**src/rtl/seg7_scan_driver.sv**
```systemverilog
// 4-digit multiplexed 7-segment driver: sequential double-dabble BCD conversion,
// one-hot digit scan with per-slot PWM dimming, registered outputs.
module seg7_scan_driver #(
    parameter int unsigned SCAN_DIV       = 1024,
    parameter bit          SEG_ACTIVE_LOW = 1'b0,
    parameter bit          DIG_ACTIVE_LOW = 1'b0
) (
    input  logic        clock,
    input  logic        reset,
    input  logic [11:0] data_show,
    input  logic [2:0]  byte_status,
    output logic [6:0]  segment,
    output logic [3:0]  bytee,
    output logic        conv_busy
);

    localparam int unsigned   CW        = $clog2(SCAN_DIV);
    localparam int unsigned   SLOT_UNIT = SCAN_DIV / 8;
    localparam logic [CW-1:0] SLOT_LAST = CW'(SCAN_DIV - 1);

    typedef enum logic [1:0] {IDLE, CONV_A, CONV_B, LOAD} state_t;

    function automatic logic [15:0] dd_adjust(input logic [15:0] b);
        logic [15:0] r;
        r = b;
        for (int unsigned i = 0; i < 4; i++) begin
            if (r[i*4 +: 4] >= 4'd5) r[i*4 +: 4] = r[i*4 +: 4] + 4'd3;
        end
        return r;
    endfunction

    function automatic logic [6:0] seg_decode(input logic [3:0] v);
        case (v)
            4'd0:    return 7'h3F;
            4'd1:    return 7'h06;
            4'd2:    return 7'h5B;
            4'd3:    return 7'h4F;
            4'd4:    return 7'h66;
            4'd5:    return 7'h6D;
            4'd6:    return 7'h7D;
            4'd7:    return 7'h07;
            4'd8:    return 7'h7F;
            4'd9:    return 7'h6F;
            default: return 7'h00;
        endcase
    endfunction

    logic [CW-1:0]   slot_cnt_q, slot_cnt_d;
    logic [1:0]      dig_idx_q, dig_idx_d;
    state_t          state_q, state_d;
    logic            split_q, split_d;
    logic [4:0]      hi_q, hi_d;
    logic [10:0]     op_q, op_d;
    logic [15:0]     bcd_q, bcd_d;
    logic [7:0]      res_lo_q, res_lo_d;
    logic [3:0]      shift_cnt_q, shift_cnt_d;
    logic [3:0][6:0] dig_seg_q, dig_seg_d;
    logic [6:0]      segment_q, segment_d;
    logic [3:0]      bytee_q, bytee_d;
    logic            conv_busy_q, conv_busy_d;

    logic            frame_start;
    logic [26:0]     shifted;
    logic [15:0]     bcd_shift;
    logic [10:0]     op_shift;
    logic            last_shift;
    logic            blank3, blank2, blank1;
    logic [CW:0]     lit_thr;
    logic            lit;

    always_comb begin
        slot_cnt_d  = slot_cnt_q;
        dig_idx_d   = dig_idx_q;
        state_d     = state_q;
        split_d     = split_q;
        hi_d        = hi_q;
        op_d        = op_q;
        bcd_d       = bcd_q;
        res_lo_d    = res_lo_q;
        shift_cnt_d = shift_cnt_q;
        dig_seg_d   = dig_seg_q;

        if (slot_cnt_q == SLOT_LAST) begin
            slot_cnt_d = '0;
            dig_idx_d  = dig_idx_q + 2'd1;
        end else begin
            slot_cnt_d = slot_cnt_q + 1'b1;
        end
        frame_start = (slot_cnt_q == '0) && (dig_idx_q == '0);

        // One double-dabble step: add-3 correction, then shift operand MSB into the BCD field.
        shifted    = {dd_adjust(bcd_q), op_q} << 1;
        bcd_shift  = shifted[26:11];
        op_shift   = shifted[10:0];
        last_shift = (shift_cnt_q == 4'd10);

        blank3 = (bcd_q[15:12] == 4'd0);
        blank2 = blank3 && (bcd_q[11:8] == 4'd0);
        blank1 = blank2 && (bcd_q[7:4] == 4'd0);

        case (state_q)
            IDLE: begin
                if (frame_start) begin
                    split_d     = data_show[11];
                    hi_d        = data_show[10:6];
                    op_d        = data_show[11] ? {5'd0, data_show[5:0]} : data_show[10:0];
                    bcd_d       = '0;
                    shift_cnt_d = '0;
                    state_d     = CONV_A;
                end
            end
            CONV_A: begin
                bcd_d       = bcd_shift;
                op_d        = op_shift;
                shift_cnt_d = shift_cnt_q + 4'd1;
                if (last_shift) begin
                    shift_cnt_d = '0;
                    if (split_q) begin
                        // Park the lo-field result and restart the shifter on the hi field.
                        res_lo_d = bcd_shift[7:0];
                        bcd_d    = '0;
                        op_d     = {6'd0, hi_q};
                        state_d  = CONV_B;
                    end else begin
                        state_d = LOAD;
                    end
                end
            end
            CONV_B: begin
                bcd_d       = bcd_shift;
                op_d        = op_shift;
                shift_cnt_d = shift_cnt_q + 4'd1;
                if (last_shift) begin
                    shift_cnt_d = '0;
                    state_d     = LOAD;
                end
            end
            LOAD: begin
                if (split_q) begin
                    dig_seg_d = {seg_decode(bcd_q[7:4]), seg_decode(bcd_q[3:0]),
                                 seg_decode(res_lo_q[7:4]), seg_decode(res_lo_q[3:0])};
                end else begin
                    dig_seg_d = {blank3 ? 7'h00 : seg_decode(bcd_q[15:12]),
                                 blank2 ? 7'h00 : seg_decode(bcd_q[11:8]),
                                 blank1 ? 7'h00 : seg_decode(bcd_q[7:4]),
                                 seg_decode(bcd_q[3:0])};
                end
                state_d = IDLE;
            end
            default: state_d = IDLE;
        endcase

        lit_thr     = (CW+1)'((32'(byte_status) + 32'd1) * SLOT_UNIT);
        lit         = ({1'b0, slot_cnt_q} < lit_thr);
        segment_d   = (lit ? dig_seg_q[dig_idx_q] : 7'h00) ^ {7{SEG_ACTIVE_LOW}};
        bytee_d     = (lit ? (4'b0001 << dig_idx_q) : 4'b0000) ^ {4{DIG_ACTIVE_LOW}};
        conv_busy_d = (state_d != IDLE);
    end

    always_ff @(posedge clock) begin
        if (reset) begin
            slot_cnt_q  <= '0;
            dig_idx_q   <= '0;
            state_q     <= IDLE;
            split_q     <= 1'b0;
            hi_q        <= '0;
            op_q        <= '0;
            bcd_q       <= '0;
            res_lo_q    <= '0;
            shift_cnt_q <= '0;
            dig_seg_q   <= '0;
            segment_q   <= {7{SEG_ACTIVE_LOW}};
            bytee_q     <= {4{DIG_ACTIVE_LOW}};
            conv_busy_q <= 1'b0;
        end else begin
            slot_cnt_q  <= slot_cnt_d;
            dig_idx_q   <= dig_idx_d;
            state_q     <= state_d;
            split_q     <= split_d;
            hi_q        <= hi_d;
            op_q        <= op_d;
            bcd_q       <= bcd_d;
            res_lo_q    <= res_lo_d;
            shift_cnt_q <= shift_cnt_d;
            dig_seg_q   <= dig_seg_d;
            segment_q   <= segment_d;
            bytee_q     <= bytee_d;
            conv_busy_q <= conv_busy_d;
        end
    end

    assign segment   = segment_q;
    assign bytee     = bytee_q;
    assign conv_busy = conv_busy_q;

endmodule

```
**config.mk**
```make
export PLATFORM = sky130hd
export DESIGN_NAME = seg7_scan_driver
export DESIGN_NICKNAME = d
export VERILOG_FILES = /design/src/rtl/seg7_scan_driver.sv
export SDC_FILE = /design/constraint.sdc
export NUM_CORES = 1
export LEC_CHECK = 0
export CORE_UTILIZATION = 40
export CTS_CLUSTER_SIZE = 14
export DETAILED_ROUTE_END_ITERATION = 10
export PLACE_DENSITY = 0.54
export SYNTH_ARGS = -nofsm -noshare
export SYNTH_HDL_FRONTEND = slang
export SYNTH_SLANG_ARGS = --single-unit
```
**constraint.sdc**
```tcl
create_clock -name clock -period 3.6 [get_ports clock]
set_input_delay 0.54 -clock clock [delete_from_list [all_inputs] [get_ports clock]]
set_output_delay 0.54 -clock clock [all_outputs]
set_load 0.02 [all_outputs]
```
# After elaboration in Yosys (flattened, before gate mapping)
# Memory sizes are Yosys's and may differ from the RTL's. A register that Yosys moved wholly into a read port is not among the register bits.
# Index checks and enable logic that the tools add are counted.
[word_totals]
ff_bits = 99
latch_bits = 0
ramBits = 0
rom_bits = 896
in_bits = 17
output_inout_bits = 12
word_cells = 108
n_memories = 8
[classes]
addsub = 8
multipliers = 0
div_mod_pow = 0
n_lt_le_gt_ge = 6
n_eq_ne = 6
shift = 1
n_mux = 43
bitwise = 1
reduce_logical = 19
[memory_table]
columns = ["name", "words", "width", "read_ports", "rd_ports_with_merged_regs", "write_ports", "line", "source"]
rows = [
  ["(name not given)", 16, 7, 1, 1, 0, "33", "case (v)"],
  ["(name not given)", 16, 7, 1, 1, 0, "33", ""],
  ["(name not given)", 16, 7, 1, 1, 0, "33", ""],
  ["(name not given)", 16, 7, 1, 1, 0, "33", ""],
  ["(name not given)", 16, 7, 1, 1, 0, "33", ""],
  ["(name not given)", 16, 7, 1, 1, 0, "33", ""],
  ["2 more memories", "--", "--", "--", "--", "--", "--", ""],
]
[op_table]
columns = ["cell", "count"]
rows = [
  ["two-way mux 4 bit", 21],
  ["two-way mux 16 bit", 3],
  ["one-hot mux 16 bit (3 select lines)", 1],
  ["two-way mux 11 bit", 4],
  ["one-hot mux 11 bit (3 select lines)", 1],
  ["two-way mux 28 bit", 1],
  ["two-way mux 7 bit", 4],
  [">= comparator 4 x 3 -> 1 bit, second input constant", 4],
  ["binary-select mux 7 bit (select 2 bit)", 1],
  ["adder 4 x 2 -> 4 bit, second input constant", 3],
  ["logical NOT 4 bit", 3],
  ["less-than comparator 10 x 11 -> 1 bit", 1],
  ["adder 10 x 1 -> 10 bit, second input constant", 1],
  ["equality test 10 bit, second input constant", 1],
  ["logical NOT 10 bit", 1],
  ["one-hot mux 2 bit (4 select lines)", 1],
  ["one-hot mux 4 bit (2 select lines)", 1],
  ["two-way mux 2 bit", 3],
  ["AND reduction 2 bit", 3],
  ["OR reduction 2 bit", 3],
  ["adder 3 x 1 -> 4 bit, second input constant", 1],
  ["adder 4 x 1 -> 4 bit, second input constant", 1],
  ["equality test 2 bit, second input constant", 2],
  ["equality test 4 bit, second input constant", 1],
  ["other kinds (14)", 18],
]

# Depth between registers and ports, before layout
[logic_depth]
ltp_word = 7
ltp_mapped = 15
mapped_depth_nobuf = 12

# Least setup slack after synthesis
# No wires, ideal clock.
[synth_timing]
kind = "register to register"
start = "reg dig_idx_q[0]"
end = "reg with a tool-made name"
setup_ps = 133
t_arrival_ps = 3169
required_time_ps = 3467
setup_slack_ps = 298
path_stages_with_launch = 15
path_buffers = 3
synth_period_minus_slack_ps = 3302
cell_sequence = "dfxtp_1 buf_1 inv_1 ha_1 nor4b_1 a41oi_1 buf_2 clkbuf_1 nand2_1 a21oi_1 inv_1 ha_1 inv_1 or2_2 o2bb2ai_1"
[synth_rtl]
columns = ["element", "line", "source"]
rows = [
  ["start: declaration", "49", "logic [1:0] dig_idx_q, dig_idx_d;"],
  ["start signal: assignment", "177", "dig_idx_q <= dig_idx_d;"],
]

==> summary.txt <==
CTS
  • Cts repair resizes: 0
  • Worst-path clk slew: 0.06 ns
  • CTS Sinks: 141
  • TritonCTS Buffers: 17
  • H-tree lvl count: 4
  • Clock Tree Buf Depth: 2
  • Clock root buffer: clkbuf_16
  • Clock Latency Late Sink: 0.42 ns
  • # hold bufs at CTS: 0
  • CTS tree: built
  • Post CTS Setup Buffer Count: 0

Worst setup path
  • CP Data Arrival Time: 3.33 ns
  • CP Launch Type: flop
  • R2R depth: 12
  • Reg-to-reg startpoint: dig_idx_q[1]$_SDFFE_PP0P_
  • Worst reg-to-reg setup slack: 0.55 ns
  • Worst setup EP type: flop
  • Crit Path Category: reg2reg
  • Crit-path max FO: 28
  • WP data required: 3.88 ns

Die
  • Chip Width: 135 um
  • Die ar.: 18300 sq um
  • Die Ht: 135 um
  • Starting Density: 0.410
  • # IOs: 29
  • Core area: 17300 sq um
  • Row count: 48

Yosys
  • Synth top area share: 0.398
  • Sequential element share of the synthesized area: 0.398
  • Synth top area cells: dfxtp_1, ha_1, nor2_1
  • Post-Synth Adder-Cell Area: 0.104
  • Largest area contributor in the netlist: dfxtp_1
  • Synth Instances: 804
  • Distinct cells, synth: 59
  • Largest family of logic cells by synthesized area: compound AO/OA/AOI/OAI gates
  • Post-Synth Simple-Gate Area: 0.162
  • Syn avg cell area: 8.82 sq um
  • Net count after synthesis: 880
  • Cell Area, Synth: 7090 sq um
  • EDFF count, synth: 0
  • Multiplexer area fraction after synthesis: 0.0519
  • Async S/R FF share, synth: 0
  • Yosys reg bits: 141
  • Top FF cell, synth: dfxtp_1
  • Synth Area in Compound Gates: 0.209
  • Ys Warns: 0
  • XOR/XNOR Fraction of Synth Area: 0.0173

STA
  • Max Freq: 328 MHz
  • Final Max Tran Viols: 0
  • Period minus WS final: 3.05 ns
  • RSZ-0062 raised after global routing: no
  • Worst-margin pin slew: 1.02 ns
  • Setup Total Neg Slack: 0 ns
  • Number of endpoints failing setup at the final stage: 0
  • Final Skew: 0.0123 ns
  • Final worst path period share: 0.848
  • Min Hold Slack: 0.483 ns
  • Final hold vios: 0
  • Relative slew slack: 0.320

GRT
  • Largest net degree at the start of global routing: 57
  • Gr usage total: 0.193
  • Total gr overflow: 0
  • Initial antenna violation count: 0
  • Number of global-route vias before repair: 5391
  • First-pass GRT wire length: 27300 um

Drt
  • Post-DRT Antenna Nets: 0
  • Vias per cell: 5.43
  • Via count: 5779
  • DR pass1 iterations: 5
  • DRT Wirelength: 16800 um
  • Routed len/inst: 15.8 um
  • Initial DRC count: 300
  • DRC Markers: 0

Place
  • Routability congestion estimate: 0.865
  • Final HPWL DP: 12300 um
  • Port buffer count: 28

Min path
  • Hold path cells: 2
  • HP Class: reg2reg
  • Min-delay src: dig_seg_q[26]$_SDFFE_PP0N_
  • Worst hold path endpoint: dig_seg_q[26]$_SDFFE_PP0N_

Final layout
  • ANT cells: 0
  • Layout cell share with drive strength beyond 1: 0.0905
  • Most frequent cells in the layout: dfxtp_1, nor2_1, ha_1, inv_1, a21oi_1
  • Commonest non-fill, non-tap cell in the layout: dfxtp_1
  • Area Growth Syn to Fin: 16.3%
  • Nets: 903
  • Fillers: 1655

Power
  • VDD IR max: 0.000347 V
  • Leak: 3.23 nW
  • P per Cell Area: 469 nW/um^2

Run
  • Max-cap violations: 0

Status
  • Status: finished clean
-- cell type report --
type	count	area, sq um	share of cell area
Timing Repair Buffer	49	433	0.0525
Clock buffer	18	439	0.0533
Sequential cell	141	2820	0.343
Inverter	55	206	0.0251
Tap cell	225	282	0.0342
Multi-Input combinational cell	563	3870	0.470
Clock inverter	14	188	0.0228
-- per-stage QoR --
step / total power [W] / std cells / setup WS, ns / utilization / area, sq um
3_5_place_dp: 0.00203 / 1033 / 0.581 / 0.440 / 7610
3_3_place_gp: 0.00203 / 1033 / 0.608 / 0.440 / 7610
2_1_floorplan: 0.00192 / 804 / 0.298 / - / 7090
6_report: 0.00386 / 1065 / 0.548 / 0.476 / 8240
4_1_cts: 0.00390 / 1065 / 0.554 / 0.476 / 8240
5_1_grt: 0.00401 / 1065 / 0.382 / 0.476 / 8240
-- Yosys cell counts, types with 11 or more instances --
cell type and n:
o21ai_0 35, a22oi_1 27, nand2_1 45, mux2i_1 21, a21oi_1 51, dfxtp_1 141, and3_1 15, inv_1 54
a211oi_1 41, nor2_1 93, ha_1 59, o22ai_1 14, clkbuf_1 28, nor3_1 25, xnor2_1 11
-- worst max path at each step --
stage                     endpoint                       from  cells after the start
final                         flop  dig_idx_q[1]$_SDFFE_PP0P_                     12
after global routing          flop  dig_idx_q[0]$_SDFFE_PP0P_                     12
after CTS                     flop  dig_idx_q[1]$_SDFFE_PP0P_                     12
after detailed placement      flop  dig_idx_q[1]$_SDFFE_PP0P_                     12
after global placement        flop  dig_idx_q[0]$_SDFFE_PP0P_                     14
after floorplan               flop  dig_idx_q[0]$_SDFFE_PP0P_                     14
-- power breakdown --
part / switching (W) / internal (W) / leakage, nW
combinational: 0.000234 / 0.000134 / 1.78
sequential: 0.0000275 / 0.00160 / 1.14
clock: 0.000689 / 0.00118 / 0.311
total: 0.000950 / 0.00291 / 3.23
-- logic make-up (layout without fill, tap and decap cells) --
family,after synthesis,count (layout)
muxes,28,28
adders and majority gates,59,59
xor gates and xnor gates,14,14
DFF,141,141
AOI/OAI and AO/OA,222,222
buffers and inverters,100,136
and+or+nand+nor,240,240
-- worst max-delay path: stages, from the launching register on --
cell	delay, ns
dfxtp_1	0.31
inv_1	0.09
ha_1	0.16
nor4b_1	0.30
buf_4	0.20
a41oi_2	0.14
buf_4	0.29
or3_1	0.42
a21oi_1	0.35
inv_1	0.18
ha_1	0.26
mux2i_1	0.13
o21ai_0	0.09
-- metal layers --
layer	wire, um	track usage	vias to the layer above
met4	165	0.0549	0
li1	-	-	2913
met5	0	0	-
met1	8320	0.253	2763
met3	416	0.0420	13
met2	7910	0.318	90
No activity file was read; power rests on OpenSTA's default activity.
